===== src/rtl/seven_seg_scan_ctrl.sv =====
// seven_seg_scan_ctrl
// Time-multiplexes NDIG hex digits onto one shared seven-segment decoder.
// Each digit is shown for DWELL cycles followed by GAP_CYC blanked cycles so
// the anode switch never overlaps lit segments (no ghosting). New values are
// staged and only become visible at frame start, so a frame never mixes two
// values. Leading zero digits can be blanked; digit 0 is always shown.
module seven_seg_scan_ctrl #(
  parameter int NDIG        = 4,
  parameter int DWELL       = 4,
  parameter int GAP_CYC     = 1,
  parameter int LZ_SUPPRESS = 1
) (
  input  logic              Clk,
  input  logic              Reset,
  input  logic [4*NDIG-1:0] Value,
  input  logic              Load,
  input  logic              Blank,
  output logic [3:0]        Digit,
  output logic              EnableSegs,
  output logic [NDIG-1:0]   AnodeEn,
  output logic              LoadAck
);

  localparam int CNT_MAX = (DWELL > GAP_CYC) ? DWELL : GAP_CYC;
  localparam int CW      = $clog2(CNT_MAX + 1);
  localparam int IW      = $clog2(NDIG);

  localparam logic [CW-1:0] DWELL_LAST = CW'(DWELL - 1);
  localparam logic [CW-1:0] GAP_LAST   = CW'(GAP_CYC - 1);
  localparam logic [IW-1:0] IDX_LAST   = IW'(NDIG - 1);

  typedef enum logic {
    SHOW = 1'b0,
    GAP  = 1'b1
  } state_t;

  state_t            state;
  state_t            state_nx;
  logic [CW-1:0]     cnt;
  logic [CW-1:0]     cnt_nx;
  logic [IW-1:0]     idx;
  logic [IW-1:0]     idx_nx;
  logic [4*NDIG-1:0] staging;
  logic [4*NDIG-1:0] shadow;
  logic [4*NDIG-1:0] shadow_nx;
  logic              pending;
  logic              frame_start;
  logic              commit;
  logic              upper_zero;
  logic              lz;
  logic [3:0]        digit_sel;
  logic [3:0]        digit_nx;
  logic              en_nx;
  logic [NDIG-1:0]   anode_nx;

  // Next-state logic: dwell/gap timing and digit index advance.
  always_comb begin
    // NOTE: every signal driven here gets a default first; any path that
    // left one unassigned would infer a latch.
    state_nx    = state;
    cnt_nx      = cnt + CW'(1);
    idx_nx      = idx;
    frame_start = 1'b0;
    case (state)
      GAP: begin
        if (cnt == GAP_LAST) begin
          state_nx    = SHOW;
          cnt_nx      = '0;
          // Explicit compare so NDIG need not be a power of two.
          idx_nx      = (idx == IDX_LAST) ? '0 : idx + IW'(1);
          frame_start = (idx == IDX_LAST);
        end
      end
      SHOW: begin
        if (cnt == DWELL_LAST) begin
          state_nx = GAP;
          cnt_nx   = '0;
        end
      end
    endcase
  end

  // Frame-start commit; a Load on the frame-start cycle bypasses staging.
  always_comb begin
    commit    = frame_start & (pending | Load);
    shadow_nx = shadow;
    if (commit) begin
      shadow_nx = Load ? Value : staging;
    end
  end

  // Digit select and leading-zero test for the slot being entered.
  always_comb begin
    digit_sel  = '0;
    lz         = 1'b0;
    upper_zero = 1'b1;
    for (int i = 0; i < NDIG; i++) begin
      if (IW'(i) == idx_nx) begin
        digit_sel = shadow_nx[4*i +: 4];
      end
    end
    // Walk from the most significant digit down; upper_zero covers NDIG-1..i.
    for (int i = NDIG - 1; i >= 1; i--) begin
      if (shadow_nx[4*i +: 4] != 4'h0) begin
        upper_zero = 1'b0;
      end
      if ((LZ_SUPPRESS != 0) && upper_zero && (IW'(i) == idx_nx)) begin
        lz = 1'b1;
      end
    end
  end

  // Output values for the state being entered; Digit holds through gaps.
  always_comb begin
    digit_nx = Digit;
    en_nx    = 1'b0;
    anode_nx = '0;
    if (state_nx == SHOW) begin
      digit_nx = digit_sel;
      en_nx    = ~Blank & ~lz;
      anode_nx = en_nx ? (NDIG'(1) << idx_nx) : '0;
    end
  end

  // State register: FSM state, dwell/gap counter and digit index.
  always_ff @(posedge Clk or posedge Reset) begin
    // NOTE: sequential state uses non-blocking assignments so every register
    // samples pre-edge values regardless of statement order.
    if (Reset) begin
      state <= GAP;
      cnt   <= '0;
      idx   <= IDX_LAST;
    end else begin
      state <= state_nx;
      cnt   <= cnt_nx;
      idx   <= idx_nx;
    end
  end

  // Value staging and the registered display outputs.
  always_ff @(posedge Clk or posedge Reset) begin
    if (Reset) begin
      // NOTE: staging and shadow are plain flop banks and take the reset, so
      // the first frame after reset always shows zeros and no stale value.
      staging    <= '0;
      shadow     <= '0;
      pending    <= 1'b0;
      Digit      <= '0;
      EnableSegs <= 1'b0;
      AnodeEn    <= '0;
      LoadAck    <= 1'b0;
    end else begin
      if (Load) begin
        staging <= Value;
      end
      shadow <= shadow_nx;
      if (commit) begin
        pending <= 1'b0;
      end else if (Load) begin
        pending <= 1'b1;
      end
      Digit      <= digit_nx;
      EnableSegs <= en_nx;
      AnodeEn    <= anode_nx;
      LoadAck    <= commit;
    end
  end

endmodule


===== config.mk =====
export PLATFORM = sky130hd
export DESIGN_NAME = seven_seg_scan_ctrl
export DESIGN_NICKNAME = d
export VERILOG_FILES = /design/src/rtl/seven_seg_scan_ctrl.sv
export SDC_FILE = /design/constraint.sdc
export NUM_CORES = 1
export LEC_CHECK = 0
export ABC_AREA = 1
export BUFFER_PORTS_ARGS = -buffer_cell sky130_fd_sc_hd__buf_2
export CAP_MARGIN = 20
export CORE_UTILIZATION = 35
export CTS_CLUSTER_DIAMETER = 100
export DETAILED_ROUTE_END_ITERATION = 8
export HOLD_SLACK_MARGIN = 0.12
export PLACE_DENSITY_LB_ADDON = 0.08
export SLEW_MARGIN = 0
export SYNTH_ARGS = -nofsm -noshare
export SYNTH_HDL_FRONTEND = slang
export SYNTH_SLANG_ARGS = --single-unit

===== constraint.sdc =====
create_clock -name Clk -period 2.7 [get_ports Clk]
set_clock_uncertainty 0.15 [all_clocks]
set_input_delay 0.27 -clock Clk [delete_from_list [all_inputs] [get_ports Clk]]
set_output_delay 0.27 -clock Clk [all_outputs]
set_load 0.005 [all_outputs]

After elaboration in Yosys (flattened, before gate mapping)

Index checks and enable logic that the tools add are counted.

Register bits: 49
Input port bits: 20
Output and inout bits: 10
Word-level logic and storage cells: 61

Add/sub/neg operators: 2
Equality and inequality tests: 5
Shifts and indexed selects: 1
Muxes and demuxes: 28
Bitwise operators: 6
Reductions and logical operators: 9

Operator list:

| cell                | count |
|---|---|
| $mux 16             | 2 |
| $mux 4              | 6 |
| $mux 1              | 13 |
| $reduce_bool 4->1   | 3 |
| $mux 2              | 3 |
| $mux 3              | 2 |
| $pmux 3 s2          | 1 |
| $eq 2x2->1 const A  | 2 |
| $shl 1x2->4 const A | 1 |
| $add 3x1->3 const B | 1 |
| $eq 3x2->1 const B  | 1 |
| $logic_and 1x1->1   | 3 |
| $logic_not 3->1     | 1 |
| $not 1->1           | 3 |
| $add 2x1->2 const B | 1 |
| $and 1x1->1         | 2 |
| $eq 1x2->1 const A  | 1 |
| $eq 2x2->1 const B  | 1 |
| $logic_not 2->1     | 1 |
| $pmux 1 s2          | 1 |
| $reduce_bool 2->1   | 1 |
| $or 1x1->1          | 1 |

Logic depth before layout (Yosys ltp)

Gate-level depths: netlist of run 1.

Depth after elaboration: 15
Mapped depth: 14
Gate-level depth less buffers: 14

Worst setup path after synthesis of run 1

No wires, ideal clock.

Path kind: register -> register
Start point: reg idx[0]
End point: reg AnodeEn[0]
Data arrival time: 1.582 ns
Required time: 2.431 ns
Setup slack: 0.849 ns
Cell stages (with the launch flop): 14
Path buffers: 1
Clock period less this slack: 1.851 ns
Cell sequence: dfstp_2 > ha_1 > nand2_1 > clkinv_1 > nand3_4 > buf_6 > nand2_1 > nand2_2 > nor2_2 > nand2_1 > nor2_1 > nand2_1 > nand2_2 > nor2_1

Longest elaborated chain between the ends: 15

RTL lines:

| element                                            | RTL line | source |
|---|---|---|
| from (decl)                                        | 41       | `logic [IW-1:0] idx;` |
| from (signal assigned)                             | 136      | `idx <= idx_nx;` |
| $eq 2x2->1 (*)                                     | 71       | `frame_start = (idx == IDX_LAST);` |
| $mux 1 (*)                                         | 66       | `if (cnt == GAP_LAST) begin` |
| $mux 1 (*)                                         | 64       | `case (state)` |
| $and 1x1->1 (*)                                    | 85       | `commit = frame_start & (pending \| Load);` |
| $mux 16 (*)                                        | 87       | `if (commit) begin` |
| via shadow_nx[15]                                  | 45       | `logic [4*NDIG-1:0] shadow_nx;` |
| $reduce_bool 4->1 (*)                              | 104      | `if (shadow_nx[4*i +: 4] != 4'h0) begin` |
| $mux 1 (*)                                         | 104      |  |
| $logic_and 1x1->1 / $mux 1 (equally long branches) | 107, 104 |  |
| $mux 1 (tied with other cells)                     | 107      | `if ((LZ_SUPPRESS != 0) && upper_zero && (IW'(i) == idx_nx)) begin` |
| $mux 1 / $logic_and 1x1->1 (equally long branches) | 107      |  |
| $mux 1 (*)                                         | 107      |  |
| $not 1->1 (*)                                      | 120      | `en_nx = ~Blank & ~lz;` |
| $and 1x1->1 (*)                                    | 120      |  |
| $mux 4 (*)                                         | 121      | `anode_nx = en_nx ? (NDIG'(1) << idx_nx) : '0;` |
| $mux 4 (*)                                         | 118      | `if (state_nx == SHOW) begin` |
| via anode_nx[0]                                    | 54       | `logic [NDIG-1:0] anode_nx;` |
| to (signal assigned)                               | 164      | `AnodeEn <= anode_nx;` |
| to (decl)                                          | 20       | `output logic [NDIG-1:0] AnodeEn,` |

The timed path passes the listed nets; every way through them passes the cells marked *.
A chain may end at the register's enable or synchronous reset.

Final worst setup path of run 1

Start point: reg idx[0]
End point: reg AnodeEn[0]

RTL lines:

| element           | RTL line |
|---|---|
| $eq 2x2->1        | 71 |
| $mux 1            | 66 |
| $mux 1            | 64 |
| $and 1x1->1       | 85 |
| $mux 16           | 87 |
| via shadow_nx[4]  | 45 |
| $reduce_bool 4->1 | 104 |
| $mux 1            | 104 |
| $logic_and 1x1->1 | 107 |
| $mux 1            | 107 |
| $not 1->1         | 120 |
| $and 1x1->1       | 120 |
| $mux 4            | 121 |
| $mux 4            | 118 |
| via anode_nx[0]   | 54 |

The timed path passes the listed nets, and every way through them passes these cells.

==> summary.txt, run 1 <==
Global routing
  – GRT Util Overall: 15.4%
  – Initial antenna violation count: 0
  – First-pass GRT wire length: 7.72 mm
  – Pin count of the biggest net entering global routing: 27
  – Total gr overflow: 0
  – Number of global-route vias before repair: 1578

Synth
  – Synth area leaders: dfrtp_1 51%, nand2_1 18%, inv_1 4.0%, dfstp_2 3.5%, nand3_1 3.1%
  – Synth warnings: 0
  – Syn avg cell area: 8.67 sq um
  – Post-Synth XOR/XNOR Area: 0%
  – Mux contribution to synthesized area: 0%
  – Post-synth ARST share: 100%
  – Post-Synth Adder-Cell Area: 2.79%
  – EDFF count, synth: 0
  – Largest family of logic cells by synthesized area: simple AND/OR/NAND/NOR gates
  – Mapped Area: 2240 sq um
  – Yosys top cell area share: 51.3%
  – Predominant post-synthesis flop cell: dfrtp_1
  – Syn_nets: 284
  – Synth cell types: 23
  – Sequential cell area fraction in the yosys report: 54.8%
  – Cells after Synth: 259
  – Largest area contributor in the netlist: dfrtp_1
  – Post-synthesis compound-gate area fraction: 5.24%
  – Simple-gate share of the synthesized area: 29.3%
  – #FFs+latches synth: 49

Timing
  – Rel. slew slack: 61.2%
  – Tightest Pin Transition: 0.581 ns
  – Final Setup Violations: 0
  – Crit path time final: 2.26 ns
  – RSZ-0062 raised after global routing: false
  – Max-slew violations: 0
  – Period utilization: 83.9%
  – TNS Setup: 0 ns
  – Highest clock rate: 442 MHz
  – Hold slack: 0.195 ns
  – Final Hold Fails: 0

Power and ir drop
  – Pleak: 1.45 nW
  – Sw Pwr: 0.339 mW
  – Power Internal: 1.02 mW
  – Gate power share: 11.2%
  – Pwr Density: 508 nW/um^2
  – Total power: 1.36 mW
  – Clock share of power: 30.5%
  – Switch share: 24.9%
  – Peak VDD IR: 0.213 mV
  – Sequential share of power: 58.3%

Placement
  – Placed wire-length estimate: 3.32 mm
  – Placed cell areas: 2440 sq um
  – Gpl congestion: 0.832
  – # port buffers: 29

Floorplanning
  – Initial core utilization: 37.0%
  – DIE AREA: 6740 sq um
  – # rows: 28
  – IO Pins: 30
  – Core area: 6060 sq um
  – Die span in x: 82.1 um
  – Die height: 82.1 um

Worst setup path
  – R2R cell count: 11
  – Crit path required time: 2.78 ns
  – Crit-path max FO: 12
  – Most common cell on crit path: nand2_1
  – Crit path capture type: flop
  – Worst setup SP type: flop
  – Crit Path Class: reg2reg
  – Worst R2R Start: idx[0]$_DFF_PP1_
  – Arr. time, crit path: 2.35 ns
  – Worst-path cell chain: ha_1 > nand2_1 > nor2_2 > nand3_1 > nand2_2 > nor2_1 > nand3_1 > nand2_1 > nand2_1 > nand2_2 > nor2_1
  – CP Launch Point: idx[0]$_DFF_PP1_
  – CP max stage cell: dfstp_2
  – Largest stage delay, worst path: 0.55 ns

Detailed routing
  – 1st-pass router iterations: 4
  – Routed Antenna Nets: 0
  – Post-DR wirelength/cell: 11.9 um
  – First DRT Iteration DRCs: 76
  – Vias: 1700
  – Drc violations: 0
  – Routed wire length: 4.56 mm
  – Drt via density: 4.44

CTS
  – CTS tree: done
  – Num CTS Buffers: 5
  – Worst-Skew Late Latency: 0.30 ns
  – H-tree depth: 2
  – Clk sinks: 49
  – Clock root buffer master: clkbuf_8
  – Bufs on Longest Clock Path: 2
  – Post-CTS setup buffer count: 0
  – Clock transition at path regs: 0.09 ns

Final layout
  – N_diodes: 0
  – Most frequent cells in the layout: 105 x nand2_1, 46 x dfrtp_1, 29 x buf_2, 23 x inv_1, 16 x dlygate4sd3_1
  – Ratio of cells with drive above 1 in the final layout: 20.5%
  – Fin nets: 332
  – Fillers: 626
  – Layout overhead on the synthesized area: 19.5%
  – Commonest non-fill, non-tap cell in the layout: nand2_1
  – Fin area: 2680 sq um

Min path
  – Worst hold start: Load
  – Hold path cells: 3
  – HP Class: in2reg

Run
  – Max Cap Violations: 0

Status
  – Status: finished, final reports clean
==> through the flow <==
stage | utilization (%) | setup slack (ns) | instances
2_1_floorplan | - | 0.849 | 259
3_3_place_gp | 40.2 | 0.440 | 359
3_5_place_dp | 40.2 | 0.466 | 359
4_1_cts | 44.2 | 0.434 | 383
5_1_grt | 44.2 | 0.190 | 383
6_report | 44.2 | 0.435 | 383
==> final timing paths <==
kind                                        end  slack [ns]
hold reg to reg            staging[0]$_DFF_PP0_        0.32
max in group asynchronous   shadow[9]$_DFF_PP0_        1.40
hold / removal              pending$_DFFE_PP0P_        0.20
min in group asynchronous   shadow[6]$_DFF_PP0_        0.41
setup / recovery           AnodeEn[0]$_DFF_PP0_        0.44
setup reg to reg           AnodeEn[0]$_DFF_PP0_        0.44
==> metal layers <==
layer  wire, um  up-vias  track usage [%]
li1           -      892                -
met1       2380      772             21.5
met2       1950       29             22.7
met3        163        7             3.89
met4         70        0             5.61
met5          0        -                0
==> cell families (layout without fill, tap and decap cells) <==
group | after synthesis | after routing
adder cells (fa/ha/maj) | 5 | 5
flip-flops | 49 | 49
AO/OA/AOI/OAI | 20 | 20
buffers and inverters | 35 | 84
AND/OR/NAND/NOR | 150 | 150
==> critical path: cells and delay by family (launching register included) <==
family / cells / cell delay (ns)
fa+ha+maj: 1 / 0.16
flops: 1 / 0.55
simple gates: 10 / 1.34
==> synthesized netlist by cell type (2+ instances only) <==
cell type and number:
nand2_1 105, dfrtp_1 46, inv_1 24, nand3_1 14, nor2_1 14, o21ai_0 10
nand2_2 9, ha_1 5, a31oi_1 4, buf_6 4, nor2_2 4, buf_4 3
clkinv_1 3, dfstp_2 3, o211ai_1 2, o21ai_2 2
==> layout make-up <==
type,count,area (sq um),area share (%)
Clock buffer,6,72.6,2.71
Sequential cell,49,1230,45.9
Clock inverter,2,10.0,0.373
Multi-Input combinational cell,175,837,31.2
Inverter,28,110,4.11
Timing Repair Buffer,48,328,12.2
Tap cell,75,93.8,3.50
==> state kept, by name (all words and copies together) (netlist names) <==
name,cells
pending,1
EnableSegs,1
idx,2
Digit,4
staging,16
AnodeEn,4
LoadAck,1
shadow,16
state,1
cnt,3
==> power by group through the flow <==
stage          combinational (mW)  sequential [mW]  clock (mW)
2_1_floorplan              0.0927            0.807           0
3_3_place_gp                0.137            0.808           0
3_5_place_dp                0.138            0.808           0
4_1_cts                     0.157            0.794       0.430
5_1_grt                     0.177            0.798       0.461
6_report                    0.153            0.794       0.415
==> repair_timing <==
item / CTS / global route
hold buffers: 16 / 0
endpoints found under the setup margin: 0 / 0
hold endpoints to repair: 36 / 0
resized for setup: 0 / 0
No activity file was read; power rests on OpenSTA's default activity.
==> run 2: changes to the inputs <==
clock period = 2.15 ns   (was 2.7 ns; I/O delays follow)
==> summary.txt, run 2 (synthesized netlist as in run 1, its figures left out) <==
Status
  – Status: finished, final reports clean

CTS
  – Clock root buffer master: clkbuf_8
  – H-tree depth: 2
  – Num CTS Buffers: 5
  – Clk sinks: 49
  – CTS tree: done
  – Worst-Skew Late Latency: 0.31 ns
  – Bufs on Longest Clock Path: 2
  – Clock transition at path regs: 0.10 ns

Floorplanning
  – Die height: 82.1 um
  – Core area: 6060 sq um
  – Die span in x: 82.1 um
  – DIE AREA: 6740 sq um
  – # rows: 28
  – Initial core utilization: 37.0%
  – IO Pins: 30

Final layout
  – Most frequent cells in the layout: 90 x nand2_1, 46 x dfrtp_1, 29 x buf_2, 21 x inv_1
  – Largest regs: shadow (16), staging (16)
  – Ratio of cells with drive above 1 in the final layout: 32.7%
  – Fin nets: 351
  – Final cell count without fillers: 402
  – N_diodes: 0
  – Commonest non-fill, non-tap cell in the layout: nand2_1
  – Core Util, Final: 50.2%
  – Layout overhead on the synthesized area: 35.6%

Min path
  – Min-Delay Endpoint: staging[6]$_DFF_PP0_
  – Worst hold start: Load
  – HP Class: in2reg
  – Hold path cells: 4

Global routing
  – Pin count of the biggest net entering global routing: 29
  – Initial antenna violation count: 0
  – Number of global-route vias before repair: 1662
  – Total gr overflow: 0
  – GRT Util Overall: 16.2%
  – First-pass GRT wire length: 8.04 mm

Power and ir drop
  – Gate power share: 11.9%
  – Pwr Density: 626 nW/um^2
  – Switch share: 24.7%
  – Peak VDD IR: 0.283 mV
  – Sw Pwr: 0.471 mW
  – Clock share of power: 35.5%
  – Power Internal: 1.43 mW
  – Sequential share of power: 52.6%
  – Pleak: 1.59 nW

Worst setup path
  – Reg2reg end: AnodeEn[0]$_DFF_PP0_
  – Worst R2R Start: cnt[0]$_DFF_PP0_
  – Crit path required time: 2.19 ns
  – Crit path capture type: flop
  – Crit-path max FO: 5
  – Worst setup SP type: flop
  – Arr. time, crit path: 2.13 ns
  – R2R cell count: 14
  – Crit Path Class: reg2reg
  – Worst R2R Setup Slack: 0.07 ns

Detailed routing
  – Routed wire length: 4.98 mm
  – Routed Antenna Nets: 0
  – Post-DR wirelength/cell: 12.4 um
  – First DRT Iteration DRCs: 99
  – Vias: 1787
  – 1st-pass router iterations: 4
  – Drc violations: 0
  – Drt via density: 4.45

Timing
  – Crit path time final: 2.08 ns
  – Highest clock rate: 480 MHz
  – Rel. slew slack: 66.9%
  – Tightest Pin Transition: 0.496 ns
  – Period utilization: 96.9%
  – Max-slew violations: 0
  – Final Setup Violations: 0
  – RSZ-0062 raised after global routing: true
  – Final Hold Fails: 0

Placement
  – # port buffers: 29
  – Placed cells: 366
  – Gpl congestion: 0.787
  – Placed wire-length estimate: 3.37 mm

Run
  – Max Cap Violations: 0
-- run 2: cell types whose count changed in the layout (fill, tap and decap cells not counted), moves of 3 or more --
| cell | previous run | this run |
|---|---|---|
| nand2_2 | 9 | 18 |
| nor2_1 | 14 | 9 |
| inv_2 | 1 | 4 |
| nor2_2 | 4 | 8 |
| nand2_1 | 105 | 90 |
| buf_12 | 0 | 3 |
| buf_4 | 3 | 14 |
| nand2_4 | 0 | 6 |
-- run 2: worst max-delay path, stage by stage, from the launching register on --
cell       delay (ns)
dfrtp_1          0.40
inv_2            0.06
ha_2             0.18
inv_2            0.04
nor2_4           0.13
nand3_4          0.15
clkbuf_16        0.20
nand2_4          0.07
nand2_4          0.05
nor2_4           0.11
nand2_1          0.07
nor2_1           0.09
nand2_1          0.08
nand2_2          0.13
nor2_1           0.06
-- run 2: per-layer routing --
metal	track usage, %	up-vias	share of wire (%)	wire [um]
li1	-	931	-	-
met1	23.2	823	50	2500
met4	4.21	0	0.92	46
met2	24.8	28	46	2280
met5	0	-	0	0
met3	3.33	5	3.2	157
-- run 2: cell type report --
cell class                 instances  area [sq um]
fill                             605          3020
sequential                        49          1230
multi-input combinational        175           942
timing repair buffer              67           552
inverter                          28           110
tap                               75          93.8
clock buffer                       5          68.8
clock inverter                     3          46.3
-- run 2: how the worst max path moves through the flow --
| stage | startpoint | end | slack (ns) | depth (start not counted) |
|---|---|---|---|---|
| finish | cnt[0]$_DFF_PP0_ | AnodeEn[0]$_DFF_PP0_ | 0.07 | 14 |
| global route | idx[0]$_DFF_PP1_ | AnodeEn[0]$_DFF_PP0_ | -0.08 | 13 |
| CTS | idx[0]$_DFF_PP1_ | AnodeEn[2]$_DFF_PP0_ | 0.04 | 13 |
| detailed placement | idx[0]$_DFF_PP1_ | AnodeEn[0]$_DFF_PP0_ | 0.06 | 13 |
| global placement | idx[0]$_DFF_PP1_ | AnodeEn[0]$_DFF_PP0_ | 0.05 | 13 |
| floorplan | idx[0]$_DFF_PP1_ | AnodeEn[0]$_DFF_PP0_ | 0.30 | 13 |
-- run 2: through the flow --
stage / setup TNS, ns / power (mW) / setup WS [ns] / hold slack (ns) / instance area, sq um
finish: 0 / 1.90 / 0.0659 / 0.123 / 3040
global route: -0.425 / 2.00 / -0.0827 / 0.148 / 3040
CTS: 0 / 1.90 / 0.0380 / 0.122 / 2820
detailed placement: 0 / 1.20 / 0.0647 / 0.143 / 2530
global placement: 0 / 1.19 / 0.0484 / 0.137 / 2530
floorplan: 0 / 1.13 / 0.299 / 0.192 / 2240
-- run 2: what timing repair did --
action | 4_1_cts | 5_1_grt
setup buffers | 0 | 7
endpoints found under the hold margin | 33 | 0
gates resized for setup | 0 | 34
hold buffers | 18 | 0
endpoints found under the setup margin | 0 | 9
-- run 2: power groups by stage --
stage                     Sequential (mW)  Clock [mW]  Combinational [mW]
after global placement               1.01           0               0.179
final                                1.00       0.675               0.228
after CTS                           0.997       0.695               0.208
after global routing                 1.01       0.725               0.262
after detailed placement             1.01           0               0.181
after floorplan                      1.01           0               0.116
